### config.mk
export PLATFORM = sky130hd
export DESIGN_NAME = lsu_ctrl
export DESIGN_NICKNAME = d
export VERILOG_FILES = /design/src/rtl/lsu_pkg.sv /design/src/rtl/lsu_load_align.sv /design/src/rtl/lsu_ctrl.sv
export SDC_FILE = /design/constraint.sdc
export NUM_CORES = 1
export LEC_CHECK = 0
export CAP_MARGIN = 20
export CORE_AREA = 2 2 100 102
export DETAILED_ROUTE_END_ITERATION = 6
export DIE_AREA = 0 0 102 104
export PLACE_DENSITY = 0.91
export REMOVE_ABC_BUFFERS = 1
export SETUP_SLACK_MARGIN = 0.02
export SYNTH_ARGS = -nofsm -noshare
export SYNTH_HDL_FRONTEND = slang
export SYNTH_HIERARCHICAL = 1
export SYNTH_SLANG_ARGS = --single-unit
### constraint.sdc
create_clock -name clk -period 3.43 [get_ports clk]
set_input_delay 0.5145 -clock clk [delete_from_list [all_inputs] [get_ports clk]]
set_output_delay 0.5145 -clock clk [all_outputs]
set_load 0.03 [all_outputs]
### src/rtl/lsu_pkg.sv
// Shared opcodes, FSM state encoding and op-classification helpers for the
// load/store unit.
package lsu_pkg;

    localparam logic [5:0] OP_LW  = 6'b100011;
    localparam logic [5:0] OP_LB  = 6'b100000;
    localparam logic [5:0] OP_LBU = 6'b100100;
    localparam logic [5:0] OP_SW  = 6'b101011;
    localparam logic [5:0] OP_SB  = 6'b101000;

    typedef enum logic [1:0] {
        IDLE = 2'd0,
        REQ  = 2'd1,
        DONE = 2'd2
    } state_t;

    function automatic logic op_supported(input logic [5:0] op);
        return (op == OP_LW) || (op == OP_LB) || (op == OP_LBU) ||
               (op == OP_SW) || (op == OP_SB);
    endfunction

    function automatic logic op_is_word(input logic [5:0] op);
        return (op == OP_LW) || (op == OP_SW);
    endfunction

endpackage

### src/rtl/lsu_load_align.sv
// Combinational load-result formatter: picks the addressed byte and
// sign/zero-extends it, or passes a whole word through; non-loads give 0.
module lsu_load_align
    import lsu_pkg::*;
(
    input  logic [5:0]  i_op,
    input  logic [1:0]  i_byte_off,
    input  logic [31:0] i_word,
    output logic [31:0] o_rdata
);

    logic [7:0] w_byte;

    always_comb begin
        // NOTE: every always_comb output gets a default first so no path infers a latch.
        w_byte = i_word[7:0];
        case (i_byte_off)
            2'd1:    w_byte = i_word[15:8];
            2'd2:    w_byte = i_word[23:16];
            2'd3:    w_byte = i_word[31:24];
            default: w_byte = i_word[7:0];
        endcase
    end

    always_comb begin
        o_rdata = '0;
        case (i_op)
            OP_LW:   o_rdata = i_word;
            OP_LB:   o_rdata = {{24{w_byte[7]}}, w_byte};
            OP_LBU:  o_rdata = {24'd0, w_byte};
            default: o_rdata = '0;
        endcase
    end

endmodule

### src/rtl/lsu_ctrl.sv
// Load/store initiator: IDLE -> REQ -> DONE handshake FSM over a req/ack word bus.
// Optional macro ALIGN_CHECK_EN rejects misaligned lw/sw without a bus cycle.
module lsu_ctrl
    import lsu_pkg::*;
#(
    parameter int AW      = 12,
    parameter int TIMEOUT = 15
)
(
    input  logic          clk,
    input  logic          rst_n,
    input  logic          cpu_valid,
    output logic          cpu_ready,
    input  logic [5:0]    cpu_op,
    input  logic [31:0]   cpu_addr,
    input  logic [31:0]   cpu_wdata,
    output logic          done_valid,
    input  logic          done_ready,
    output logic [31:0]   done_rdata,
    output logic          done_err,
    output logic          mem_req,
    output logic          mem_we,
    output logic [AW-3:0] mem_addr,
    output logic [3:0]    mem_be,
    output logic [31:0]   mem_wdata,
    input  logic          mem_ack,
    input  logic [31:0]   mem_rdata
);

    state_t         r_state, w_next;
    logic [5:0]     r_op;
    logic [1:0]     r_off;
    logic [AW-3:0]  r_waddr;
    logic [3:0]     r_be;
    logic           r_we;
    logic [31:0]    r_wdata;
    logic [3:0]     r_timer;
    logic [31:0]    r_rdata;
    logic           r_err;

    logic           w_accept, w_go_req, w_misalign, w_expire;
    logic [3:0]     w_be, w_onehot;
    logic           w_we;
    logic [31:0]    w_wdata, w_load;
    logic           w_unused_addr;

    assign w_unused_addr = ^cpu_addr[31:AW];

    assign w_accept = cpu_valid && (r_state == IDLE);
`ifdef ALIGN_CHECK_EN
    assign w_misalign = op_is_word(cpu_op) && (cpu_addr[1:0] != 2'b00);
`else
    assign w_misalign = 1'b0;
`endif
    assign w_go_req = w_accept && op_supported(cpu_op) && !w_misalign;
    // Ack on the final allowed cycle wins over the timeout.
    assign w_expire = (r_state == REQ) && !mem_ack && (r_timer == 4'(TIMEOUT - 1));

    always_ff @(posedge clk) begin
        // NOTE: sequential state is always assigned with <= so every flop samples pre-edge values.
        if (!rst_n) r_state <= IDLE;
        else        r_state <= w_next;
    end

    always_comb begin
        w_next = r_state;
        case (r_state)
            IDLE:    if (w_accept) w_next = w_go_req ? REQ : DONE;
            REQ:     if (mem_ack || w_expire) w_next = DONE;
            DONE:    if (done_ready) w_next = IDLE;
            default: w_next = IDLE;
        endcase
    end

    assign w_onehot = 4'b0001 << cpu_addr[1:0];

    always_comb begin
        w_be    = '0;
        w_we    = 1'b0;
        w_wdata = '0;
        case (cpu_op)
            OP_SW:        begin w_be = 4'b1111;  w_we = 1'b1; w_wdata = cpu_wdata; end
            OP_SB:        begin w_be = w_onehot; w_we = 1'b1; w_wdata = {4{cpu_wdata[7:0]}}; end
            OP_LW:        w_be = 4'b1111;
            OP_LB, OP_LBU: w_be = w_onehot;
            default:      w_be = '0;
        endcase
    end

    lsu_load_align u_align (
        .i_op       (r_op),
        .i_byte_off (r_off),
        .i_word     (mem_rdata),
        .o_rdata    (w_load)
    );

    always_ff @(posedge clk) begin
        if (!rst_n) begin
            r_op    <= '0;
            r_off   <= '0;
            r_waddr <= '0;
            r_be    <= '0;
            r_we    <= 1'b0;
            r_wdata <= '0;
            r_timer <= '0;
            r_rdata <= '0;
            r_err   <= 1'b0;
        end else begin
            if (w_go_req) begin
                r_op    <= cpu_op;
                r_off   <= cpu_addr[1:0];
                r_waddr <= cpu_addr[AW-1:2];
                r_be    <= w_be;
                r_we    <= w_we;
                r_wdata <= w_wdata;
            end else if ((r_state == REQ) && (w_next == DONE)) begin
                r_be <= '0;
            end

            if ((r_state == REQ) && (w_next == REQ)) r_timer <= r_timer + 4'd1;
            else                                     r_timer <= '0;

            if (w_accept && !w_go_req) begin
                r_err   <= 1'b1;
                r_rdata <= '0;
            end else if ((r_state == REQ) && mem_ack) begin
                r_err   <= 1'b0;
                r_rdata <= w_load;
            end else if (w_expire) begin
                r_err   <= 1'b1;
                r_rdata <= '0;
            end else if ((r_state == DONE) && done_ready) begin
                r_err   <= 1'b0;
                r_rdata <= '0;
            end
        end
    end

    assign cpu_ready  = (r_state == IDLE);
    assign done_valid = (r_state == DONE);
    assign done_rdata = r_rdata;
    assign done_err   = r_err;
    assign mem_req    = (r_state == REQ);
    assign mem_we     = r_we;
    assign mem_addr   = r_waddr;
    assign mem_be     = r_be;
    assign mem_wdata  = r_wdata;

endmodule
Word-level counts from Yosys, hierarchy flattened
Cells that the tools add are included.

storage, ports and cells
  register bits after elaboration = 94
  input bits = 107
  output and inout port bits = 83

operators by class
  add/subtract/negate cells = 1
  equal/unequal tests = 16
  shifts and indexed selects = 1
  mux-type cells = 19
  bitwise gates (word level) = 1
  reduce and logical (&&, ||, !) cells = 25

operator list
  operator                                             number
  two-way mux 32 bit                                   3
  case mux 32 bit (3 select lines)                     1
  case mux 32 bit (2 select lines)                     1
  equality test 6 bit, second input constant           8
  case mux 8 bit (3 select lines)                      1
  logical AND 1 bit                                    9
  equality test 2 bit, second input constant           4
  two-way mux 2 bit                                    4
  two-way mux 4 bit                                    2
  case mux 4 bit (2 select lines)                      1
  equality test 2 x 1 -> 1 bit, second input constant  3
  case mux 2 bit (3 select lines)                      1
  OR reduction 2 bit                                   3
  logical OR 1 bit                                     5
  two-way mux 1 bit                                    5
  adder 4 x 1 -> 4 bit, second input constant          1
  equality test 4 bit, second input constant           1
  nonzero test 4 bit                                   1
  left shift 1 x 2 -> 4 bit, first input constant      1
  nonzero test 3 bit                                   1
  OR reduction 3 bit                                   1
  logical NOT 1 bit                                    2
  logical NOT 2 bit                                    1
  AND reduction 2 bit                                  1
  2 further kinds                                      2

Longest topological paths before layout
Gate-level depths: netlist of run 1.

  depth after elaboration = 13
  gate-level depth with buffers = 8

Hierarchy
Netlist of run 1, hierarchy kept.

modules (own cells, without submodules)
  module          instances  cells an instance  area an instance (um^2)  sequential area each (um^2)
  lsu_ctrl        1          401                3652.3                   1881.8
  lsu_load_align  1          87                 570.5                    0.0

Least setup slack after synthesis of run 1
OpenSTA, ideal clock, no wires.

  path kind = reg-to-reg
  start point = register r_state[0]
  end point = register r_rdata[0], in the netlist done_rdata[0]
  arrival = 1.824 ns
  required time = 3.365 ns
  path slack = 1.541 ns
  cell stages (with the launch flop) = 8
  buffers on the path = 3
  path through = dfxtp_1 buf_6 nor2b_1 and2_1 buf_2 clkbuf_1 a22oi_1 nor2_1

RTL lines
  item                            RTL line         RTL
  start, declared                 lsu_ctrl.sv:30   state_t r_state, w_next;
  start signal, assigned          lsu_ctrl.sv:62   else r_state <= w_next;
  equality test 2 x 1 -> 1 bit *  --
  net mem_req                     lsu_ctrl.sv:21   output logic mem_req,
  logical AND 1 bit (2 in a row)  lsu_ctrl.sv:57   assign w_expire = (r_state == REQ) && !mem_ack && (r_timer == 4'(TIMEOUT - 1));
  two-way mux 32 bit              lsu_ctrl.sv:129  end else if (w_expire) begin
  two-way mux 32 bit              lsu_ctrl.sv:126  end else if ((r_state == REQ) && mem_ack) begin
  end signal, assigned            lsu_ctrl.sv:128  r_rdata <= w_load;
  end, declared                   lsu_ctrl.sv:38   logic [31:0] r_rdata;

The timed path passes the listed nets; every way through them passes the cells marked *.
A chain may end at the register's enable or synchronous reset.

Worst setup path in the final report of run 1
  start point = register r_state[0]
  end point = output port mem_req

between the ends
  longest elaborated chain between the ends = 1

RTL lines
  item                          RTL line         RTL
  equality test 2 x 1 -> 1 bit  lsu_ctrl.sv:143  assign mem_req = (r_state == REQ);
  end, declared                 lsu_ctrl.sv:21

Every way passes these cells.

==> results.txt, run 1 <==
* Status: completed
- In this run the tightest slew margin relative to its limit is 41.3%.
- Cells fill 63.9% of the core in the end.
- Initial antenna violation count: 0
* Largest net degree at the start of global routing: 56
- Summed over all layers, the routed wires come to 12.4 mm.
- The die is 102 µm wide.
- For this design, the sink count on the clock tree is 94.
- Sort of element at the end of the critical path: primary output
* CP Cell Sequence: nor2b_1, clkdlybuf4s50_1
- The number of antenna diodes in the final layout is 0.
- The worst hold path begins at mem_addr[3].
- After detailed routing, the wire length on met1 is 4.79 mm.
* Worst R2R Start: r_off[0]
- After synthesis, the share of flip-flops with an asynchronous set or reset is 0%.
- Along the worst path, the maximum fanout reaches 10.
* Synthesized area: 0.00422 mm²
- Yosys top cell area share: 44.6%
- Clock Root Buffer: sky130_fd_sc_hd__clkbuf_8
- Crit-path leading delay family: buffers and inverters
- After the flow finishes, the layout carries non-filler instances totaling 771.
* Y dimension of the die: 104 µm
- List of most frequent post-synthesis cells: 94 x sky130_fd_sc_hd__dfxtp_1, 48 x sky130_fd_sc_hd__a22oi_1, 48 x sky130_fd_sc_hd__nand3_1
- Antenna-violating nets left: 0
- Core ar.: 0.00955 mm²
- RD Place Congestion: 0.818
* Nets@finish: 742
- The pre-antenna-repair detailed-routing pass consisted of 5 iterations.
- I/O pin cnt: 190
* Clock tree from TritonCTS: yes
* Sequential element share of the synthesized area: 44.6%
- The number of global-route vias before repair is 4200.
- The initialized floorplan defines 36 standard-cell rows.
* Overall Global Routing Usage: 23.0%
* Number of distinct library cells after synthesis: 44
* Most common flop cell mapped by yosys: sky130_fd_sc_hd__dfxtp_1
- The worst hold path belongs to the class flip-flop to flip-flop.
- In this design, the stage delay of the slowest critical-path cell is 0.75 ns.
- Once layout is done, the placed cells without fillers occupy 0.00610 mm².
- In the final layout, the share of cells above drive strength 1 is 8.62%.
- Sum of overflow across all layers after global routing: 0
- In this run the static leakage power is 2.32 nW.
- Largest area contributor in the netlist: sky130_fd_sc_hd__dfxtp_1
- Clock-pin slew on the worst setup and hold paths: 0.09 ns
* Setup crit start: r_state[0]
* Final slew viol count: 0
* Half-perimeter wire length after placement: 8.96 mm
- Worst VDD drop: 248 µV
- Post-CTS timing repair inserted 0 buffers for setup.
- Initial standard-cell utilization of the core: 44.2%
- Final Total Pwr: 0.00212 W
- Counting flops and latches in the post-synthesis netlist gives 94.
- Number of vias per cell: 5.46
* Startpoint types: flip-flop
* Count of flip-flops with a built-in enable after synthesis: 0
- Main area contributors after synthesis: sky130_fd_sc_hd__dfxtp_1 45%, sky130_fd_sc_hd__a22oi_1 8.5%, sky130_fd_sc_hd__nand3_1 5.7%, sky130_fd_sc_hd__a21o_1 4.3%, sky130_fd_sc_hd__nor2_1 4.2%
- At the later pin of the worst-skew pair, clock insertion delay measures 0.35 ns.
- Cells resized by post-CTS repair: 0
* Critical-path top delay cell: sky130_fd_sc_hd__clkdlybuf4s50_1
- Drt drc: 0
- In the finished design, the share of the clock period the worst path needs comes to 72.7%.
* Number of buffers on the longest clock path: 2
- Cells after synthesis: 488
- Vias after detailed routing: 4212
* Total die area: 0.0106 mm²
- In this run, CTS created clock tree buffers numbering 9.
* Required @ worst endpoint: 2.92 ns
- The final hold violation count came to 0.
- Final Critical Period: 2.49 ns
* Setup violators final: 0
- By instance count, the leading cell after synthesis is sky130_fd_sc_hd__dfxtp_1.
- Total length of routed met2 wires: 6.12 mm
* Fmax: 401 MHz
- Synth Warn #: 6
- The first global-routing pass estimated 19.8 mm of wire.
- Max-cap violations in this run came to 0.
- Arrival time at the worst endpoint: 1.98 ns
- Number of hold buffers added after cts: 0
- Transition time at the pin with the least slew margin: 0.881 ns
* Post-placement cell count: 754
- The H-tree was split into 3 levels.
- After routing, the total negative slack on setup checks comes to 0 ns.
- Setup repair after global routing missed its margin: false
* Power density cells: 347 mW/mm²
* WP buf/inv: 1
- Across the routed clock network, the largest skew measured is 0.00622 ns.
- In this run the cell area measured after placement is 0.00590 mm².
- Routed wire length on met3: 1.37 mm
- Uppermost signal routing layer after detailed routing: met4
- Synth Area per Inst: 8.65 µm²
* Area growth from synthesis to layout: 44.5%
* Kind of critical path: flip-flop to primary output
- In the final routed layout, each cell accounts on average for 16.1 µm.
- During placement, the flow inserted port buffers numbering 169.
* Number of DRC markers after the initial detailed-route iteration: 140
- Worst reg-to-reg setup slack: 1.15 ns
## tightest hold or removal path, stage by stage (launching register included)
cell,delay [ns]
sky130_fd_sc_hd__dfxtp_1,0.32
sky130_fd_sc_hd__nand3_1,0.06
sky130_fd_sc_hd__nand2_1,0.04
## report_power, final
part	switching [W]	internal [W]
Combinational	0.000153	0.000153
Clock	0.000373	0.000322
Sequential	0.0000112	0.00111
## area by class of cell
cell class | instances | area (µm²)
multi-input cells | 346 | 2080
flip-flops and latches | 94 | 1880
fillers | 826 | 3450
clock buffers | 13 | 169
clock inverters | 3 | 17.5
well taps | 133 | 166
repair buffers | 180 | 1780
inverters | 2 | 7.51
## flip-flops by register name, indices dropped and copies added (netlist names)
name and flops:
done_rdata 32, mem_wdata 32, mem_addr 10, r_op 6
mem_be 4, r_timer 4, r_off 2, r_state 2
done_err 1, mem_we 1
## worst paths after layout
check              endpoint  cells after the start
max                 mem_req                      2
max reg2reg  done_rdata[29]                      5
min             mem_addr[3]                      2
min reg2reg     mem_addr[3]                      2
## cells in the final DEF, fill, tap and decap left out, types with 3 or more instances in the layout
| master | count |
|---|---|
| sky130_fd_sc_hd__and3_1 | 7 |
| sky130_fd_sc_hd__a31o_2 | 5 |
| sky130_fd_sc_hd__buf_4 | 10 |
| sky130_fd_sc_hd__a21o_1 | 24 |
| sky130_fd_sc_hd__nand3_1 | 48 |
| sky130_fd_sc_hd__dfxtp_1 | 94 |
| sky130_fd_sc_hd__a21oi_2 | 16 |
| sky130_fd_sc_hd__nor2_1 | 47 |
| sky130_fd_sc_hd__nand2b_1 | 6 |
| sky130_fd_sc_hd__o21ai_0 | 32 |
| sky130_fd_sc_hd__nand2_1 | 45 |
| sky130_fd_sc_hd__clkdlybuf4s50_1 | 168 |
| sky130_fd_sc_hd__nor2b_1 | 3 |
| sky130_fd_sc_hd__a22oi_1 | 48 |
| sky130_fd_sc_hd__clkbuf_8 | 12 |
| sky130_fd_sc_hd__o211ai_1 | 7 |
| sky130_fd_sc_hd__mux2i_1 | 7 |
| sky130_fd_sc_hd__a21oi_1 | 23 |
## metrics by stage
stage	hold WS (ns)	worst slack (ns)
global route	0.470	0.826
finish	0.451	0.936
floorplan	0.430	0.874
detailed placement	0.443	0.682
CTS	0.455	0.905
global placement	0.436	0.722
## routing by layer
| layer | vias to the layer above | GRT usage [%] |
|---|---|---|
| met5 | - | 0 |
| met4 | 0 | 6.76 |
| met3 | 12 | 9.07 |
| met2 | 184 | 39.6 |
| met1 | 1981 | 26.1 |
| li1 | 2035 | - |
## kinds of logic (layout without fill, tap and decap cells)
group	after synthesis	after routing	share of synthesized area (%)
AO/OA/AOI/OAI	168	168	27.6
AND/OR/NAND/NOR	166	166	18.3
flip-flops	94	94	44.6
buffers and inverters	48	198	6.37
multiplexers	8	8	2.19
adder cells (fa/ha/maj)	2	2	0.592
XOR/XNOR	2	2	0.415
No activity file was read; power rests on OpenSTA's default activity.
==> inputs of run 2 (changes only) <==
--- a/config.mk
+++ b/config.mk
@@ -6,10 +6,10 @@
 export NUM_CORES = 1
 export LEC_CHECK = 0
 export CAP_MARGIN = 20
-export CORE_AREA = 2 2 100 102
+export CORE_AREA = 2 2 104 106
 export DETAILED_ROUTE_END_ITERATION = 6
-export DIE_AREA = 0 0 102 104
-export PLACE_DENSITY = 0.91
+export DIE_AREA = 0 0 106 108
+export PLACE_DENSITY = 0.85
 export REMOVE_ABC_BUFFERS = 1
 export SETUP_SLACK_MARGIN = 0.02
 export SYNTH_ARGS = -nofsm -noshare
==> constraint.sdc (replaced) <==
create_clock -name clk -period 2.5 [get_ports clk]
set_input_delay 0.375 -clock clk [delete_from_list [all_inputs] [get_ports clk]]
set_output_delay 0.375 -clock clk [all_outputs]
set_load 0.03 [all_outputs]
==> run 2 against run 1 <==
Against the previous run: non-clock buffer count rose by 4; sequential power rose by 37%; first-iteration DRC count rose by 110%; final cell count rose by 0.91%; setup slack got worse by 0.80 ns; utilization fell by 3.5 points; largest cell class unchanged; largest power group unchanged.
==> results.txt, run 2 (synthesis gave the netlist of run 1 again) <==
* First-pass GRT wire length: 20.0 mm (was 19.8 mm)
- The number of design rule violations left after detail routing was 0 (unchanged).
- The storage element area is 0.00188 mm² (unchanged).
* Total die area: 0.0114 mm² (was 0.0106 mm²)
* Status: completed (unchanged)
- Overall Global Routing Usage: 21.9% (was 23.0%)
* Sort of element at the end of the critical path: primary output (unchanged)
* Final Critical Period: 2.36 ns
* Count of buffers inserted at the top-level ports: 169 (unchanged)
- The highest routing layer actually used was met4 (unchanged).
- The maximum buffer depth of the clock tree came to 2 (unchanged).
- The height of the chip was 108 µm (was 104 µm).
- The final hold violation count is 0 (unchanged).
- The proportion of layout cells with a drive suffix above 1 came to 9.35% (was 8.62%).
- The clock transition at the registers of the reported paths was 0.09 ns (about the same).
- The number of max-slew violations in the final report is 0 (unchanged).
- The cell area reported after detailed placement was 0.00598 mm² (was 0.00590 mm²).
- The count of final setup violators came to 0 (unchanged).
* Number of maximum-capacitance constraint violations: 0 (unchanged)
- Share of the clock period used by the worst path after layout: 94.4%
- Arrival time at the worst endpoint: 1.98 ns (about the same)
- Slowest cell delay on critical path: 0.75 ns (about the same)
* Max-slew headroom: 67.7% (was 41.3%)
- RD Place Congestion: 0.854 (was 0.818)
- The startpoint type of the worst setup path was a flip-flop (unchanged).
* Setup fix buffers added after clock tree synthesis: 0 (unchanged)
- Share of power burned in the clock network: 34.0% (was 32.8%)
- The met1 wire length is 4.97 mm (was 4.79 mm).
* Static leakage: 2.36 nW (was 2.32 nW)
- The final setup skew was 0.00805 ns (was 0.00622 ns).
* I/O pin cnt: 190 (unchanged)
- Setup TNS: 0 ns (unchanged)
- The via count of the routed design is 4228 (was 4212).
* Number of fill cells: 893 (was 826)
- The net load switching power was 0.000747 W (was 0.000537 W).
- Finished layout cell area: 0.00618 mm² (was 0.00610 mm²)
- Routed wire length on met3: 1.43 mm (was 1.37 mm)
* Sum of overflow across all layers after global routing: 0 (unchanged)
- The part of the power in combinational logic was 14.3% (was 14.5%).
- Total CTS buffers: 9 (unchanged)
- Setup repair after global routing missed its margin: false (unchanged)
- The net count reported at finish was 746 (was 742).
- Largest net degree at the start of global routing: 65 (was 56)
- The level count of the clock H-tree is 3 (unchanged).
- Post-DR wirelength/cell: 16.0 µm (was 16.1 µm)
* Number of vias per cell: 5.43 (was 5.46)
* Die boundary width: 106 µm (was 102 µm)
- Transition time at the pin with the least slew margin: 0.484 ns (was 0.881 ns)
* Hold slack: 0.452 ns (was 0.451 ns)
- The cell-internal power came to 0.00222 W (was 0.00158 W).
- Sequential Power Share: 51.7% (was 52.8%)
- Required @ worst endpoint: 2.12 ns (was 2.92 ns)
* CTS sink count: 94 (unchanged)
* Commonest cells after routing, fill and taps aside: 168 x sky130_fd_sc_hd__clkdlybuf4s50_1, 94 x sky130_fd_sc_hd__dfxtp_1, 48 x sky130_fd_sc_hd__a22oi_1, 48 x sky130_fd_sc_hd__nand3_1, 47 x sky130_fd_sc_hd__nor2_1 (unchanged)
- The most frequent standard cell in the layout excluding fill and tap cells was sky130_fd_sc_hd__clkdlybuf4s50_1 (unchanged).
* Switching fraction of total power: 25.2% (was 25.4%)
- The master of the slowest instance on the critical path is sky130_fd_sc_hd__clkdlybuf4s50_1 (unchanged).
- Half-perimeter wire length after placement: 9.00 mm (was 8.96 mm)
- The count of TritonRoute iterations in the first routing pass is 6 (was 5).
- The number of antenna diodes is 0 (unchanged).
- Initial standard-cell utilization of the core: 41.3% (was 44.2%)
- The classification of the worst-slack hold path is flip-flop to flip-flop (unchanged).
- Antenna-violating nets left: 0 (unchanged)
* Worst VDD drop: 280 µV (was 248 µV)
* Clock Root Buffer: sky130_fd_sc_hd__clkbuf_8 (unchanged)
- The hold-fix buffer count after cts was 0 (unchanged).
* Number of global-route vias before repair: 4100 (was 4200)
- The initial DRC count was 297 (was 140).
- Combined area of the multi-input logic cells: 0.00208 mm² (unchanged)
- Clock tree from TritonCTS: yes (unchanged)
- The total met2 wirelength after detailed routing came to 5.78 mm (was 6.12 mm).
- Area growth from synthesis to layout: 46.3% (was 44.5%)
* Power density cells: 480 mW/mm² (was 347 mW/mm²)
- The total wire length after detailed routing came to 12.4 mm (about the same).
- The number of antenna violations at the first check in global routing was 0 (unchanged).
* CP Cell Sequence: nor2b_1, clkdlybuf4s50_1 (unchanged)
- Fmax: 424 MHz
* Kind of critical path: flip-flop to primary output (unchanged)
- Std-Cell Rows: 37 (was 36)
- The count of cells resized by post-cts repair came to 0 (unchanged).
* Core ar.: 0.0102 mm² (was 0.00955 mm²)
* Clock network latency to the later pin of the worst-skew pair: 0.35 ns (about the same)
* Peak fanout along the critical path: 10 (unchanged)
==> run 2: cell types whose count changed in the layout (fill, tap and decap cells not counted), sizes merged <==
cell    previous run  this run
clkinv             2         4
bufinv             0         1
buf               12        16
clkbuf            13        10
==> run 2: final timing paths <==
kind              slack [ns]       endpoint  cells past startpoint   startpoint
setup / recovery        0.14        mem_req                      2   r_state[0]
hold / removal          0.45    mem_addr[1]                      2  mem_addr[1]
setup reg to reg        0.58  mem_wdata[26]                      5   r_state[0]
hold reg to reg         0.45    mem_addr[1]                      2  mem_addr[1]
==> run 2: final cells by class <==
type | instances | area share (%)
clock buffer | 10 | 2.23
sequential | 94 | 30.5
timing repair buffer | 184 | 29.7
tap | 136 | 2.75
multi-input combinational | 346 | 33.7
clock inverter | 6 | 0.993
inverter | 2 | 0.122
==> run 2: power by group through the flow <==
stage                     clock [W]  combinational, W  sequential, W
after CTS                   0.00104          0.000426        0.00153
after detailed placement          0          0.000423        0.00157
after global placement            0          0.000418        0.00156
after floorplan                   0          0.000122        0.00160
after global routing        0.00109          0.000455        0.00153
final                       0.00101          0.000425        0.00153
==> run 2: stage by stage <==
| step | total power [W] | worst slack [ns] | instances | util, % |
|---|---|---|---|---|
| 2_1_floorplan | 0.00172 | 0.0631 | 442 | - |
| 3_3_place_gp | 0.00198 | 0.186 | 762 | 58.4 |
| 3_5_place_dp | 0.00199 | 0.155 | 762 | 58.4 |
| 4_1_cts | 0.00300 | 0.118 | 778 | 60.4 |
| 5_1_grt | 0.00308 | 0.0524 | 778 | 60.4 |
| 6_report | 0.00296 | 0.140 | 778 | 60.4 |
==> run 2: metal layers <==
| metal | vias to the layer above | track usage (%) |
|---|---|---|
| met5 | - | 0 |
| met3 | 20 | 7.53 |
| met1 | 1948 | 26.1 |
| li1 | 2040 | - |
| met2 | 220 | 36.5 |
| met4 | 0 | 8.74 |
==> run 2: critical path, delay by kind of cell (launching register included) <==
family        cells  cell delay [ns]
simple gates      1             0.39
flops             1             0.50
buf+inv           1             0.75
==> inputs of run 3 (changes only) <==
--- a/config.mk
+++ b/config.mk
@@ -9,6 +9,7 @@
 export CORE_AREA = 2 2 104 106
 export DETAILED_ROUTE_END_ITERATION = 6
 export DIE_AREA = 0 0 106 108
+export GPL_ROUTABILITY_DRIVEN = 0
 export PLACE_DENSITY = 0.85
 export REMOVE_ABC_BUFFERS = 1
 export SETUP_SLACK_MARGIN = 0.02
==> results of run 3 <==
The final DEF is identical to that of run 2; final timing and power are the same.
